$ cat src/rtl/rotate_left_seq_pkg.sv
// Shared constants for the sequential rotate-left unit: FSM state encodings and default sizes.
package rotate_left_seq_pkg;
  localparam int DEF_WIDTH = 8;
  localparam int DEF_AMT_W = 4;

  localparam logic [1:0] ST_IDLE = 2'b00;
  localparam logic [1:0] ST_RUN  = 2'b01;
  localparam logic [1:0] ST_DONE = 2'b10;
endpackage

$ cat src/rtl/rotate_left_seq_if.sv
// Request/result bundle between the control unit (master) and the rotate unit (slave).
interface rotate_left_seq_if
  import rotate_left_seq_pkg::*;
#(
  parameter int WIDTH = DEF_WIDTH,
  parameter int AMT_W = DEF_AMT_W
) ();
  logic             start;
  logic [WIDTH-1:0] indata;
  logic [AMT_W-1:0] amount;
  logic [WIDTH-1:0] outdata;
  logic             busy;
  logic             done;

  modport master (output start, indata, amount, input outdata, busy, done);
  modport slave  (input start, indata, amount, output outdata, busy, done);
endinterface

$ cat src/rtl/rotate_left_seq_rotl1.sv
// Combinational single-bit rotate left: MSB wraps into LSB.
module rotate_left_seq_rotl1 #(
  parameter int WIDTH = 8
) (
  input  logic [WIDTH-1:0] x,
  output logic [WIDTH-1:0] y
);
  assign y = {x[WIDTH-2:0], x[WIDTH-1]};
endmodule

$ cat src/rtl/rotate_left_seq.sv
// Multi-cycle rotate-left: latches operand/amount on start, rotates one bit per clock,
// then pulses done for one cycle. busy covers RUN and DONE; start is only sampled in IDLE.
module rotate_left_seq
  import rotate_left_seq_pkg::*;
#(
  parameter int WIDTH = DEF_WIDTH,
  parameter int AMT_W = DEF_AMT_W
) (
  input  logic               clk,
  input  logic               rst_n,
  rotate_left_seq_if.slave   bus
);
  localparam int CNT_W = $clog2(WIDTH);

  logic [1:0]       state;
  logic [WIDTH-1:0] data_q;
  logic [WIDTH-1:0] data_rot;
  logic [CNT_W-1:0] count;

  rotate_left_seq_rotl1 #(.WIDTH(WIDTH)) u_rotl1 (
    .x (data_q),
    .y (data_rot)
  );

  // Amount is taken modulo WIDTH, so only the low CNT_W bits matter.
  generate
    if (AMT_W > CNT_W) begin : g_amt_hi
      logic unused_amt_hi;
      assign unused_amt_hi = ^bus.amount[AMT_W-1:CNT_W];
    end
  endgenerate

  always_ff @(posedge clk or negedge rst_n) begin
    if (!rst_n) begin
      state  <= ST_IDLE;
      data_q <= '0;
      count  <= '0;
    end else begin
      case (state)
        ST_IDLE: begin
          if (bus.start) begin
            data_q <= bus.indata;
            count  <= bus.amount[CNT_W-1:0];
            state  <= ST_RUN;
          end
        end
        ST_RUN: begin
          if (count != '0) begin
            data_q <= data_rot;
            count  <= count - CNT_W'(1);
          end else begin
            state <= ST_DONE;
          end
        end
        ST_DONE: state <= ST_IDLE;
        default: state <= ST_IDLE;
      endcase
    end
  end

  assign bus.outdata = data_q;
  assign bus.busy    = (state == ST_RUN) || (state == ST_DONE);
  assign bus.done    = (state == ST_DONE);
endmodule

$ cat src/flat_wrapper.sv
// flat-port wrapper written by rule: the top's interface ports become plain ports
module rotate_left_seq_flat import rotate_left_seq_pkg::*;
#(
  parameter int WIDTH = DEF_WIDTH,
  parameter int AMT_W = DEF_AMT_W
)
  (clk, rst_n, bus_start, bus_indata, bus_amount, bus_outdata, bus_busy, bus_done);
  rotate_left_seq_if #(.WIDTH(WIDTH), .AMT_W(AMT_W)) bus_i ();
  input  logic clk;
  input  logic rst_n;
  input wire logic [$bits(bus_i.start)-1:0] bus_start;
  input wire logic [$bits(bus_i.indata)-1:0] bus_indata;
  input wire logic [$bits(bus_i.amount)-1:0] bus_amount;
  output wire logic [$bits(bus_i.outdata)-1:0] bus_outdata;
  output wire logic [$bits(bus_i.busy)-1:0] bus_busy;
  output wire logic [$bits(bus_i.done)-1:0] bus_done;
  assign bus_i.start = bus_start;
  assign bus_i.indata = bus_indata;
  assign bus_i.amount = bus_amount;
  assign bus_outdata = bus_i.outdata;
  assign bus_busy = bus_i.busy;
  assign bus_done = bus_i.done;
  rotate_left_seq #(.WIDTH(WIDTH), .AMT_W(AMT_W)) u_core (.clk(clk), .rst_n(rst_n), .bus(bus_i));
endmodule
$ cat config.mk
export PLATFORM = sky130hd
export DESIGN_NAME = rotate_left_seq_flat
export DESIGN_NICKNAME = d
export VERILOG_FILES = /design/src/rtl/rotate_left_seq_pkg.sv /design/src/rtl/rotate_left_seq_if.sv /design/src/rtl/rotate_left_seq_rotl1.sv /design/src/rtl/rotate_left_seq.sv /design/src/flat_wrapper.sv
export SDC_FILE = /design/constraint.sdc
export NUM_CORES = 1
export LEC_CHECK = 0
export BUFFER_PORTS_ARGS = -buffer_cell sky130_fd_sc_hd__buf_2
export CAP_MARGIN = 15
export CELL_PAD_IN_SITES_DETAIL_PLACEMENT = 0
export CELL_PAD_IN_SITES_GLOBAL_PLACEMENT = 1
export CORE_AREA = 5 5 50 60
export CTS_CLUSTER_DIAMETER = 60
export CTS_CLUSTER_SIZE = 14
export DETAILED_ROUTE_END_ITERATION = 16
export DIE_AREA = 0 0 55 65
export PLACE_DENSITY = 0.74
export SLEW_MARGIN = 40
export SYNTH_ARGS = -nofsm -noshare
export SYNTH_HDL_FRONTEND = slang
export SYNTH_HIERARCHICAL = 1
export SYNTH_SLANG_ARGS = --single-unit
$ cat constraint.sdc
create_clock -name clk -period 1.86 [get_ports clk]
set_input_delay 0.186 -clock clk [delete_from_list [all_inputs] [get_ports clk]]
set_output_delay 0.186 -clock clk [all_outputs]
set_load 0.03 [all_outputs]
# Yosys cells after proc, flatten, opt, wreduce, memory -nomap -nowiden
# Index checks and enable logic that the tools add are counted.
dict set report word_totals {
  ff_bits 13
  inputBits 15
  out_inout_bits 10
  elab_cells 24
}
dict set report op_classes {
  add_sub_neg 1
  n_eq_ne 5
  muxes 9
  n_reduce_logical 6
}
# cell count
set ops {}
lappend ops {{$mux W8} 2}
lappend ops {{$pmux W8 S2} 1}
lappend ops {{$mux W3} 2}
lappend ops {{$pmux W3 S2} 1}
lappend ops {{$mux W2} 2}
lappend ops {{$ne A2 B2 Y1 const B} 2}
lappend ops {{$pmux W2 S2} 1}
lappend ops {{$reduce_and A3 Y1} 1}
lappend ops {{$reduce_bool A3 Y1} 1}
lappend ops {{$sub A3 B1 Y3 const B} 1}
lappend ops {{$eq A2 B1 Y1 const B} 1}
lappend ops {{$eq A2 B2 Y1 const B} 1}
lappend ops {{$logic_not A2 Y1} 1}
lappend ops {{$ne A2 B1 Y1 const B} 1}
lappend ops {{$reduce_and A2 Y1} 1}
lappend ops {{$reduce_bool A2 Y1} 1}
lappend ops {{$logic_or A1 B1 Y1} 1}

# Depth between registers and ports, before layout
dict set report logic_depth {
  word_depth 3
  depth_mapped 7
  ltp_nobuf 6
}

# Cells and area by module
# Netlist, hierarchy kept.
# mod n_inst cells_per_inst area_per_inst_um2 seq_area_each_um2
set by_module_without_submodules {}
lappend by_module_without_submodules {rotate_left_seq 1 63 817.0 325.3}
lappend by_module_without_submodules {rotate_left_seq_rotl1 1 8 60.1 0.0}

# Worst setup path after synthesis
# OpenSTA, ideal clock, no wires.
dict set report synth_path {
  path_type {register to register}
  from {register u_core.count[0]}
  to {register u_core.data_q[0], in the netlist u_core/bus.outdata[0]}
  setup_time_ps 125
  arrival_ps 1528
  t_required_ps 1735
  setup_slack_ps 207
  path_stages_with_launch 8
  cell_sequence {dfrtp_1 > inv_1 > ha_1 > ha_1 > nand2b_1 > a21oi_4 > buf_12 > mux2_4}
}
dict set report synth_via {
  elab_chain_cells 3
}
# element line_no
set synth_rtl {}
lappend synth_rtl {{start, declared} rotate_left_seq.sv:18} ;# logic [CNT_W-1:0] count;
lappend synth_rtl {{start signal, assigned} rotate_left_seq.sv:43} ;# count <= bus.amount[CNT_W-1:0];
lappend synth_rtl {{start signal, assigned} rotate_left_seq.sv:50} ;# count <= count - CNT_W'(1);
lappend synth_rtl {{$reduce_bool A3 Y1} rotate_left_seq.sv:48} ;# if (count != '0) begin
lappend synth_rtl {{$ne A2 B1 Y1 (no line)} -}
lappend synth_rtl {{$reduce_and A3 Y1 (no line)} -}
lappend synth_rtl {{end signal, assigned} rotate_left_seq.sv:42} ;# data_q <= bus.indata;
lappend synth_rtl {{end signal, assigned} rotate_left_seq.sv:49} ;# data_q <= data_rot;
lappend synth_rtl {{end, declared} rotate_left_seq.sv:16} ;# logic [WIDTH-1:0] data_q;
# No other way between the ends.
# A chain may end at the register's enable or synchronous reset.

# Final worst setup path
dict set report layout_path {
  from {register u_core.count[0]}
  to {register u_core.data_q[4], in the netlist u_core/bus.outdata[4]}
}
# The elaborated chain is that of the path after synthesis.

==> impl_metrics.csv <==
group,metric,value,unit
cts,clock-sinks,13,
die,core-area,2430,um2
timing,finalHoldViolCount,0,
cts,clk_pin_slew_worst_paths,0.09,ns
worst_setup_path,slowest_stage,"dfrtp_1",
finish,final_cell_mix,"23 x buf_2, 13 x dfrtp_1, 10 x mux2_2, 8 x inv_1",
global_route,grt_antenna_before_repair,0,
logic_synthesis,synth_top_family_by_area,"multiplexers",
placed_design,place_hpwl,1210,um
timing,timing.hold.ws,0.216,ns
power,power_switching,0.900,mW
finish,syn2layout_area_growth,18.0,%
worst_setup_path,crit_required,2.02,ns
worst_setup_path,cpMostUsedCell,"ha_1",
cts,clk_latency,0.27,ns
worst_hold_path,min_path_type,"in -> reg",
logic_synthesis,synthAdderAreaFrac,0.0999,
die,die_area,3580,um2
timing,fin_setup_tns,0,ns
finish,fin_nets,116,
power,switching_share,0.414,
cts,root_buffer,"clkbuf_4",
cts,cts_tree,"done",
logic_synthesis,synth_compound_area_frac,0.0556,
die,die_w,55,um
routing,first_iter_violations,0,
global_route,grt_usage,0.103,
logic_synthesis,synth_cell_types,18,
finish,fillers,245,
routing,wire_per_inst,12.4,um
worst_setup_path,critPathTopFamily,"adder cells",
timing,fin_crit,1.77,ns
logic_synthesis,synth_area_leader_cell,"dfrtp_1",
worst_setup_path,worst-path-max-fanout,7,
worst_hold_path,hold_path_depth,3,
worst_setup_path,r2r_cells,7,
logic_synthesis,synth_area_leaders,"dfrtp_1 37%, mux2_2 13%, mux2_4 12%",
routing,finalWirelength,1560,um
logic_synthesis,yosys-mux-area-fraction,0.294,
worst_setup_path,end_kind,"flip-flop",
logic_synthesis,ys_warn_count,6,
logic_synthesis,avgSynthCellArea,12.4,um2
worst_setup_path,worstSetupPathType,"reg -> reg",
placed_design,gp_congestion,0.688,
routing,firstDrtPassIters,1,
cts,clockBufferDepth,2,
placed_design,io_buffer_count,23,
logic_synthesis,synth_top_cell_area_share,0.371,
worst_setup_path,path_depth,7,
power,finalPower,2.17,mW
cts,htree_levels,1,
worst_setup_path,crit_path_cell_trace,"inv_1 -> ha_1 -> ha_1 -> nand2b_4 -> a21oi_4 -> buf_12 -> mux2_4",
timing,worst_pin_slew,0.305,ns
global_route,grt_max_degree,14,
run_status,status,"complete, no violations",
logic_synthesis,synth-xor-area-share,0,
power,comb_power_share,0.674,
timing,rsz0062_at_grt,"no",
die,num_rows,20,
logic_synthesis,ys_seq_area_frac,0.371,
timing,maxSlewViolCount,0,
power,p_seq_frac,0.243,
global_route,grt_pass1_wl,2660,um
routing,drc,0,
power,p_per_area,2100,nW/um2
routing,postRouteAntennaNets,0,
routing,dr_total_vias,567,
finish,final_core_util,0.426,
timing,finalCritPeriodShare,0.950,
logic_synthesis,synth_cells,71,
worst_setup_path,worstSetupStartpointType,"flip-flop",
cts,cts_buffers,3,
worst_setup_path,slowest_delay,0.36,ns
timing,relSlewSlack,0.796,
worst_setup_path,arrival,1.93,ns
power,clkPwrFrac,0.083,
finish,drive_above_1_share,0.548,
logic_synthesis,syn_nets,93,
placed_design,dp_cells,120,
die,fp.dieH,65,um
logic_synthesis,synth-simple-area-share,0.0485,
run,maxCapViolCount,0,
finish,final_cells,126,
finish,final_common_cell,"buf_2",
die,ios,25,
power,ir_worst_vdd,808,uV
global_route,grt-ovfl-total,0,
logic_synthesis,syn-cell-area,877,um2
worst_setup_path,critPathBufInv,2,
global_route,grt_pass1_vias,612,
finish,diodes,0,
timing,setup_viol,0,
routing,vias_per_cell,4.50,
power,leakage,0.527,nW
timing,clock_skew,0.00574,ns
timing,max_freq,0.566,GHz
die,start_util,0.361,
power,p_int,1.27,mW
logic_synthesis,synth-seq-cells,13,
kinds of logic after synthesis:
family          Yosys count
flops                    13
fa+ha+maj                 7
compound gates            6
mux                      21
buf+inv                  18
simple gates              6
power by group through the flow:
stage          registers (mW)  logic, mW  clock network, mW
5_1_grt                 0.546       1.59              0.207
3_3_place_gp            0.528       1.41                  0
3_5_place_dp            0.533       1.45                  0
6_report                0.528       1.46              0.180
2_1_floorplan           0.701       1.09                  0
4_1_cts                 0.529       1.45              0.189
final timing paths:
path                                        startpoint                           endpoint  slack [ns]
setup reg to reg           u_core/count[0]$_DFFE_PN0P_  u_core/bus.outdata[4]$_DFFE_PN0P_        0.09
hold / removal                           bus_amount[1]        u_core/count[1]$_DFFE_PN0P_        0.22
min in group asynchronous                        rst_n        u_core/count[0]$_DFFE_PN0P_        0.32
hold reg to reg            u_core/count[1]$_DFFE_PN0P_        u_core/count[1]$_DFFE_PN0P_        0.54
max in group asynchronous                        rst_n  u_core/bus.outdata[4]$_DFFE_PN0P_        1.31
setup / recovery           u_core/count[0]$_DFFE_PN0P_  u_core/bus.outdata[4]$_DFFE_PN0P_        0.09
per-stage QoR:
| stage | area [um2] | worst slack, ns |
|---|---|---|
| after detailed placement | 983 | 0.0653 |
| after floorplan | 877 | 0.207 |
| final | 1030 | 0.0930 |
| after global routing | 1030 | 0.00294 |
| after CTS | 1020 | 0.0372 |
| after global placement | 983 | 0.112 |
repair_timing:
action,4_1_cts,5_1_grt
resized for setup,0,1
hold endpoints to repair,13,0
setup endpoints to repair,0,7
buffers inserted,0,1
hold buffers,1,0
registers in the layout, indices dropped and copies added (netlist names):
name / flops
u_core/count: 3
u_core/state: 2
u_core/bus.outdata: 8
routing by layer:
layer  global-route usage  vias to the layer above  wire (um)
met2                0.169                       13        794
met3               0.0322                        2         90
met1                0.122                      279        667
li1                     -                      273          -
met5                    0                        -          0
met4               0.0365                        0         11
synth_stat cells:
cell type,count
nor2_1,2
a221oi_1,1
mux2i_1,4
a21oi_4,1
o2bb2ai_1,1
nand2b_4,1
mux2_4,7
and2b_2,1
o21ai_0,1
inv_1,8
buf_12,1
buf_4,8
ha_1,7
dfrtp_1,13
buf_2,1
nand2b_1,2
a21oi_1,2
mux2_2,10
layout make-up:
type                    count  area [um2]  share of cell area
well taps                  33        41.3              0.0399
clock buffers               4        26.3              0.0254
flip-flops and latches     13         325               0.314
repair buffers             28         168               0.162
inverters                   8        30.0              0.0290
multi-input cells          40         444               0.429
tightest hold or removal path: cells and delay by family:
family   cells  cell delay (ns)
mux          2             0.18
buf+inv      1             0.07
(Power assumes the default switching activity.)
